$ cat src/rtl/pipe_hazard_ctrl.sv
// pipe_hazard_ctrl: the central stall/flush sequencer for the 5-stage pipeline.
// It watches ID, EX, the data-memory handshake and branch resolution.
// It drives the PC hold, the IF/ID hold and flush, the ID/EX bubble and flush,
// and the EX/MEM hold.
// The outputs are Mealy: they are decoded from the registered state and the live inputs.
// Optional feature: define HAZARD_PERF_CNT_EN to add three saturating 32-bit
// event counters (perf_lu_cnt, perf_mem_cnt, perf_flush_cnt).
module pipe_hazard_ctrl #(
  parameter int unsigned REG_ADDR_WIDTH = 5,
  parameter int unsigned LOAD_USE_STALL = 1,
  parameter int unsigned FLUSH_CYCLES   = 2
) (
  input  logic                      clk,
  input  logic                      rst,
  input  logic                      id_valid,
  input  logic [REG_ADDR_WIDTH-1:0] id_rs1_addr,
  input  logic [REG_ADDR_WIDTH-1:0] id_rs2_addr,
  input  logic                      id_rs1_used,
  input  logic                      id_rs2_used,
  input  logic                      id_ebreak,
  input  logic                      ex_valid,
  input  logic                      ex_is_load,
  input  logic                      ex_reg_wen,
  input  logic [REG_ADDR_WIDTH-1:0] ex_rd_addr,
  input  logic                      br_taken,
  input  logic                      mem_busy,
  input  logic                      mem_done,
  output logic                      pc_stall,
  output logic                      ifid_stall,
  output logic                      ifid_flush,
  output logic                      idex_bubble,
  output logic                      idex_flush,
  output logic                      exmem_stall,
  output logic                      halted,
  output logic [2:0]                ctrl_state
`ifdef HAZARD_PERF_CNT_EN
  ,
  output logic [31:0]               perf_lu_cnt,
  output logic [31:0]               perf_mem_cnt,
  output logic [31:0]               perf_flush_cnt
`endif
);

  typedef enum logic [2:0] {
    RUN      = 3'd0,
    LU_STALL = 3'd1,
    MEM_WAIT = 3'd2,
    FLUSH    = 3'd3,
    DRAIN    = 3'd4,
    HALT     = 3'd5
  } state_t;

  // Values loaded into the shared down-counter on entry to each multi-cycle state.
  localparam logic [2:0] LU_RELOAD    = 3'(LOAD_USE_STALL - 1);
  localparam logic [2:0] FL_RELOAD    = 3'(FLUSH_CYCLES - 1);
  localparam logic [2:0] DRAIN_RELOAD = 3'd3;
  localparam bit         LU_MULTI     = (LOAD_USE_STALL > 1);
  localparam bit         FL_MULTI     = (FLUSH_CYCLES > 1);

  state_t     state, state_next;
  logic [2:0] cnt, cnt_next, cnt_dec;
  logic       mem_stall, load_use, rs1_hit, rs2_hit;

  // Hazard detection against the instruction currently in EX.
  assign rs1_hit   = id_rs1_used & (id_rs1_addr == ex_rd_addr);
  assign rs2_hit   = id_rs2_used & (id_rs2_addr == ex_rd_addr);
  assign load_use  = id_valid & ex_valid & ex_is_load & ex_reg_wen &
                     (ex_rd_addr != '0) & (rs1_hit | rs2_hit);
  assign mem_stall = mem_busy & ~mem_done;

  // A decrement that saturates at zero, so the counter never wraps.
  assign cnt_dec   = (cnt == '0) ? '0 : cnt - 3'd1;

  assign ctrl_state = state;

  // State and counter register.
  always_ff @(posedge clk or posedge rst) begin
    if (rst) begin
      state <= RUN;
      cnt   <= '0;
    end else begin
      state <= state_next;
      cnt   <= cnt_next;
    end
  end

  // Next-state logic and Mealy output decode.
  always_comb begin
    state_next  = state;
    cnt_next    = cnt;
    pc_stall    = 1'b0;
    ifid_stall  = 1'b0;
    ifid_flush  = 1'b0;
    idex_bubble = 1'b0;
    idex_flush  = 1'b0;
    exmem_stall = 1'b0;
    halted      = 1'b0;
    case (state)
      // RUN, LU_STALL and FLUSH share one priority chain. A memory stall or a
      // redirect preempts the state's own countdown. An ongoing countdown
      // suppresses new load-use and ebreak detection.
      RUN, LU_STALL, FLUSH: begin
        if (mem_stall) begin
          pc_stall    = 1'b1;
          ifid_stall  = 1'b1;
          exmem_stall = 1'b1;
          state_next  = MEM_WAIT;
        end else if (br_taken) begin
          ifid_flush  = 1'b1;
          idex_flush  = 1'b1;
          cnt_next    = FL_RELOAD;
          state_next  = FL_MULTI ? FLUSH : RUN;
        end else if (state == FLUSH) begin
          ifid_flush  = 1'b1;
          cnt_next    = cnt_dec;
          if (cnt_dec == '0) state_next = RUN;
        end else if (state == LU_STALL) begin
          pc_stall    = 1'b1;
          ifid_stall  = 1'b1;
          idex_bubble = 1'b1;
          cnt_next    = cnt_dec;
          if (cnt_dec == '0) state_next = RUN;
        end else if (load_use) begin
          pc_stall    = 1'b1;
          ifid_stall  = 1'b1;
          idex_bubble = 1'b1;
          cnt_next    = LU_RELOAD;
          state_next  = LU_MULTI ? LU_STALL : RUN;
        end else if (id_ebreak) begin
          pc_stall    = 1'b1;
          ifid_flush  = 1'b1;
          cnt_next    = DRAIN_RELOAD;
          state_next  = DRAIN;
        end
      end
      // EX is frozen while MEM waits, so a redirect cannot be taken here.
      MEM_WAIT: begin
        pc_stall    = 1'b1;
        ifid_stall  = 1'b1;
        exmem_stall = 1'b1;
        if (mem_done) state_next = RUN;
      end
      // DRAIN stays for cnt+1 cycles so that EX, MEM and WB fully retire.
      // A memory stall freezes the countdown.
      DRAIN: begin
        pc_stall   = 1'b1;
        ifid_flush = 1'b1;
        if (mem_stall) begin
          exmem_stall = 1'b1;
        end else if (cnt == '0) begin
          state_next = HALT;
        end else begin
          cnt_next = cnt - 3'd1;
        end
      end
      HALT: begin
        pc_stall   = 1'b1;
        ifid_flush = 1'b1;
        halted     = 1'b1;
      end
      default: begin
        state_next = RUN;
        cnt_next   = '0;
      end
    endcase
  end

`ifdef HAZARD_PERF_CNT_EN
  logic flush_evt;

  // Count only redirect flushes. The standing IF/ID flush during DRAIN and HALT is not counted.
  assign flush_evt = idex_flush | ((state == FLUSH) & ifid_flush);

  // Saturating event counters.
  always_ff @(posedge clk or posedge rst) begin
    if (rst) begin
      perf_lu_cnt    <= '0;
      perf_mem_cnt   <= '0;
      perf_flush_cnt <= '0;
    end else begin
      if (idex_bubble && (perf_lu_cnt != '1))    perf_lu_cnt    <= perf_lu_cnt + 32'd1;
      if (exmem_stall && (perf_mem_cnt != '1))   perf_mem_cnt   <= perf_mem_cnt + 32'd1;
      if (flush_evt && (perf_flush_cnt != '1))   perf_flush_cnt <= perf_flush_cnt + 32'd1;
    end
  end
`endif

endmodule

$ cat config.mk
export PLATFORM = sky130hd
export DESIGN_NAME = pipe_hazard_ctrl
export DESIGN_NICKNAME = d
export VERILOG_FILES = /design/src/rtl/pipe_hazard_ctrl.sv
export SDC_FILE = /design/constraint.sdc
export NUM_CORES = 1
export LEC_CHECK = 0
export BUFFER_PORTS_ARGS = -buffer_cell sky130_fd_sc_hd__buf_2
export CORE_MARGIN = 1
export CORE_UTILIZATION = 46
export CTS_CLUSTER_SIZE = 25
export DETAILED_ROUTE_END_ITERATION = 10
export MAX_ROUTING_LAYER = met4
export PLACE_DENSITY = 0.79
export SYNTH_ARGS = -nofsm -noshare
export SYNTH_HDL_FRONTEND = slang
export SYNTH_SLANG_ARGS = --single-unit
export TNS_END_PERCENT = 30
$ cat constraint.sdc
create_clock -name clk -period 2.45 [get_ports clk]
set_clock_uncertainty 0.1 [all_clocks]
set_input_delay 0.245 -clock clk [delete_from_list [all_inputs] [get_ports clk]]
set_output_delay 0.245 -clock clk [all_outputs]
set_load 0.005 [all_outputs]
[Yosys cells after proc, flatten, opt, wreduce, memory -nomap -nowiden]
Index checks and enable logic that the tools add are counted.
Word-level totals
  RAM bits: 0
  bits in registers: 6
  logic and storage cells: 88
  memories kept: 0
  bits in read-only memories: 0
  latch bits: 0
  input port bits: 27
Cells by class
  equality and inequality tests: 14
  $mul: 0
  bitwise logic cells: 12
  shifts and indexed selects: 0
  $add $sub $neg: 1
  div/mod/pow operators: 0
  muxes and demuxes: 48
  reductions and logical operators: 11
  magnitude comparators: 0
Operators by type and width (count)
  3-bit two-way mux: 19
  1-bit two-way mux: 23
  3-bit one-hot mux with 4 select lines: 1
  5-bit == test: 2
  2-bit != test, second input constant: 5
  5-bit AND reduction: 2
  3-bit zero test: 3
  3-bit one-hot mux with 3 select lines: 1
  1-bit AND: 8
  1-bit one-hot mux with 2 select lines: 4
  7-bit != test, second input constant: 1
  3-bit by 2-bit == test with 1-bit output, second input constant: 2
  3-bit == test, second input constant: 2
  6-bit != test, second input constant: 1
  3-bit OR reduction: 2
  5-bit nonzero test: 1
  2-bit OR reduction: 2
  4-bit OR reduction: 1
  3-bit by 1-bit == test with 1-bit output, second input constant: 1
  1-bit inverter: 3
  3-bit by 1-bit subtractor with 3-bit output, second input constant: 1
  1-bit OR: 1

[Longest topological paths before layout]
  word-level depth: 11
  gate-level depth with buffers: 8
  mapped depth without buffers: 8

[Worst setup path after synthesis]
No wires, ideal clock.
  kind: input port to output port
  from: input port ex_rd_addr[0]
  to: output port ifid_stall
  slack: 622 ps
  arrival time: 1483 ps
  path buffers: 0
  cell stages on the path: 6
  required time: 2105 ps
  cells stage by stage: xor2_1 > nor4_1 > nand3_1 > a221oi_4 > o21ai_0 > a21oi_1
On the way
  cells in the longest elaborated chain, start to end: 10
RTL lines
  start, declared: line 24  | input logic [REG_ADDR_WIDTH-1:0] ex_rd_addr,
  5-bit == test, on equally long branches: line 65, 66
  1-bit AND, on equally long branches: line 65, 66
  1-bit OR: line 68  | (ex_rd_addr != '0) & (rs1_hit | rs2_hit);
  1-bit AND (*): line 68
  1-bit two-way mux (*): line 123  | end else if (load_use) begin
  1-bit two-way mux (*): line 117  | end else if (state == LU_STALL) begin
  1-bit two-way mux (*): line 113  | end else if (state == FLUSH) begin
  1-bit two-way mux (*): line 108  | end else if (br_taken) begin
  1-bit two-way mux (*): line 103  | if (mem_stall) begin
  1-bit one-hot mux with 2 select lines (*): line 98  | case (state)
  end, declared: line 29  | output logic ifid_stall,
Mark *: on every way between the ends. The rest lies on a longest branch, timed or not.

[Worst setup path after layout]
Ends and elaborated chain as after synthesis.

==> run_results.csv <==
group,metric,value,unit
status,outcome,"complete, but fails checks",
status,violations,"DRC",
route,dr_total_vias,981,
finish,fillers,147,
clock_tree,cts_buffers,3,
sta,fin_ws,355,ps
sta,slew_headroom,67.8,%
synthesis,yosysSeqAreaShare,18.3,%
clock_tree,cts-root-buf,"clkbuf_4",
clock_tree,clock_latency,240,ps
route,wl,2310,um
clock_tree,cts_tree,"built",
setup_path,worstPathRequired,2110,ps
synthesis,syn_inst,112,
setup_path,r2r-start,"ctrl_state[0]",
synthesis,ys_warn_count,0,
sta,fin_crit,2100,ps
place,dp_hpwl,1870,um
route,drtIter0Drc,25,
place,placed_area,1020,um2
route,drc,1,
place,place_worst_setup_slack,348,ps
synthesis,ys_ff_latch,6,
synthesis,synth.avg_cell_area,7.31,um2
sta,finalSetupTns,0,ps
synthesis,async_flop_share,100,%
synthesis,synth-edff-count,0,
sta,max_freq,0.477,GHz
clock_tree,cts_sinks,6,
route,vias_per_cell,5.91,
clock_tree,cts_setup_buffers,0,
hold_path,min_from,"mem_done",
finish,layout.nets,181,
synthesis,synth_area_leaders,"dfrtp_1 18%, xor2_1 8.6%, nor2_1 5.0%, nand2_1 4.6%, nand2b_1 4.6%",
floorplanning,start_util,51.9,%
sta,setup_viol,0,
hold_path,hp-class,"primary input to register",
pwr,p_per_area,597,nW/um2
setup_path,cp.arrival,1750,ps
floorplanning,die_area,1950,um2
sta,hold_viol,0,
clock_tree,ctsResizeCount,0,
sta,worst_slew_pin_slew,482,ps
finish,areaGrowthSynthToFinish,28.9,%
place,routabilityCongestion,0.896,
floorplanning,num_rows,14,
route,drt_pass1_iterations,10,
floorplanning,boundaryPins,37,
synthesis,synth.distinct_cells,37,
sta,rsz0062_at_grt,"no",
finish,drive_above_1_share,30.0,%
global_routing,grt_antenna_before_repair,0,
global_routing,overflow,0,
route,antenna_left,0,
setup_path,startpoint,"ex_rd_addr[0]",
global_routing,grt_pass1_vias,891,
floorplanning,die_w,44.2,um
flow_run,drv_cap,0,
synthesis,synth_flop_cell,"dfrtp_1",
synthesis,syn_nets,141,
floorplanning,die_y,44.2,um
finish,fin_area,1050,um2
clock_tree,clockBufferDepth,2,
sta,finalMaxSlewViolations,0,
global_routing,grt_pass1_wl,3690,um
global_routing,grt_max_degree,17,
setup_path,cp-end-kind,"output port",
clock_tree,clk_pin_slew,40,ps
synthesis,netlist_area,818,um2
global_routing,grt_usage,25.8,%
synthesis,yosysTopAreaCellShare,18.3,%
setup_path,crit_fanout,6,
clock_tree,cts_hold_buf,1,
floorplanning,core,1580,um2
pwr,vdd_drop_max,0.000492,V
synthesis,yosysTopAreaCell,"dfrtp_1",
place,port_buffers,36,
pwr,p_leak,0.453,nW
setup_path,startpoint_type,"primary input",
sta,fin_crit_sh,85.5,%
pwr,power.total,0.629,mW
finish,n_antenna_cell,0,
setup_path,criticalPathCategory,"primary input to output port",
clock_tree,htree_levels,1,
route,drt-wirelength-per-cell,13.9,um
## cell usage after synthesis, types with 2 or more instances
library cell,number
a21oi_1,4
a22oi_1,3
a31oi_1,2
clkbuf_1,5
dfrtp_1,6
ha_1,2
inv_1,5
mux2i_1,2
nand2_1,10
nand2b_1,6
nand3_1,3
nand4_1,2
nor2_1,11
nor2b_1,4
nor3_1,2
nor4_1,3
o211ai_1,2
o21ai_0,7
o22ai_1,2
o2bb2ai_1,3
o31ai_1,2
o32ai_1,2
or3_1,2
xnor2_1,2
xor2_1,8
## layout make-up
cell class	count	area, um2	share of cell area (%)
inverter	5	18.8	1.78
tap	16	20.0	1.90
sequential	6	150	14.2
clock buffer	3	22.5	2.14
multi-input combinational	96	631	59.8
timing repair buffer	40	213	20.2
## sequential cells by signal (all words and copies together), names as in the netlist
name        count
cnt             3
ctrl_state      3
## placed cells by master, fill, tap and decap left out, types with 2 or more instances in the layout
cell type	synthesis	layout
or3_1	2	2
nor4_1	3	3
ha_1	2	2
dfrtp_1	6	6
nand3_1	3	3
o22ai_1	2	2
nand2_1	10	10
nor2b_1	4	4
o211ai_1	2	2
a21oi_1	4	4
inv_1	5	5
o31ai_1	2	2
xnor2_1	2	2
clkbuf_4	0	3
buf_4	0	3
xor2_1	8	8
o21ai_0	7	7
a31oi_1	2	2
a22oi_1	3	3
nor2_1	11	11
mux2i_1	2	2
o2bb2ai_1	3	3
nand2b_1	6	6
buf_2	0	36
o32ai_1	2	2
nand4_1	2	2
nor3_1	2	2
## where the power goes
part / switching, mW / total [mW] / leakage [nW] / internal, mW
clock network: 0.0342 / 0.0896 / 0.0138 / 0.0553
logic: 0.193 / 0.360 / 0.366 / 0.167
registers: 0.0523 / 0.180 / 0.0727 / 0.127
total: 0.279 / 0.629 / 0.453 / 0.350
## per-stage QoR
step	hold WS, ps	cells	utilization [%]
2_1_floorplan	-64.0	112	-
3_3_place_gp	55.7	162	64.8
3_5_place_dp	63.1	162	64.8
4_1_cts	153	166	66.9
5_1_grt	163	166	66.9
6_report	156	166	66.9
## worst paths after layout
path	slack (ps)	endpoint	cells after the start
setup / recovery	350	ifid_stall	8
hold / removal	160	ctrl_state[1]	2
setup reg to reg	370	cnt[1]	5
hold reg to reg	420	cnt[1]	1
max in group asynchronous	1720	cnt[2]	3
min in group asynchronous	350	cnt[0]	3
## kinds of logic (layout without fill, tap and decap cells)
| logic type | count (synthesis) | count (layout) | synth area share [%] |
|---|---|---|---|
| compound gates | 35 | 35 | 31.8 |
| xor+xnor | 10 | 10 | 10.7 |
| fa+ha+maj | 2 | 2 | 3.06 |
| buf+inv | 10 | 48 | 4.59 |
| flops | 6 | 6 | 18.3 |
| mux | 2 | 2 | 2.45 |
| simple gates | 47 | 47 | 29.1 |
## critical path: stages
cell	delay (ps)
buf_2	120
xor2_1	160
nor4_1	290
nand3_1	180
a221oi_4	350
o21ai_0	130
a21oi_1	150
buf_2	130
## metal layers
metal	up-vias	GRT usage, %	part of all wire (%)
met1	445	31.2	45
met4	0	7.27	0.78
met5	-	-	0
li1	492	-	-
met2	42	44.1	49
met3	2	4.08	5.4
No activity file was read; power rests on OpenSTA's default activity.
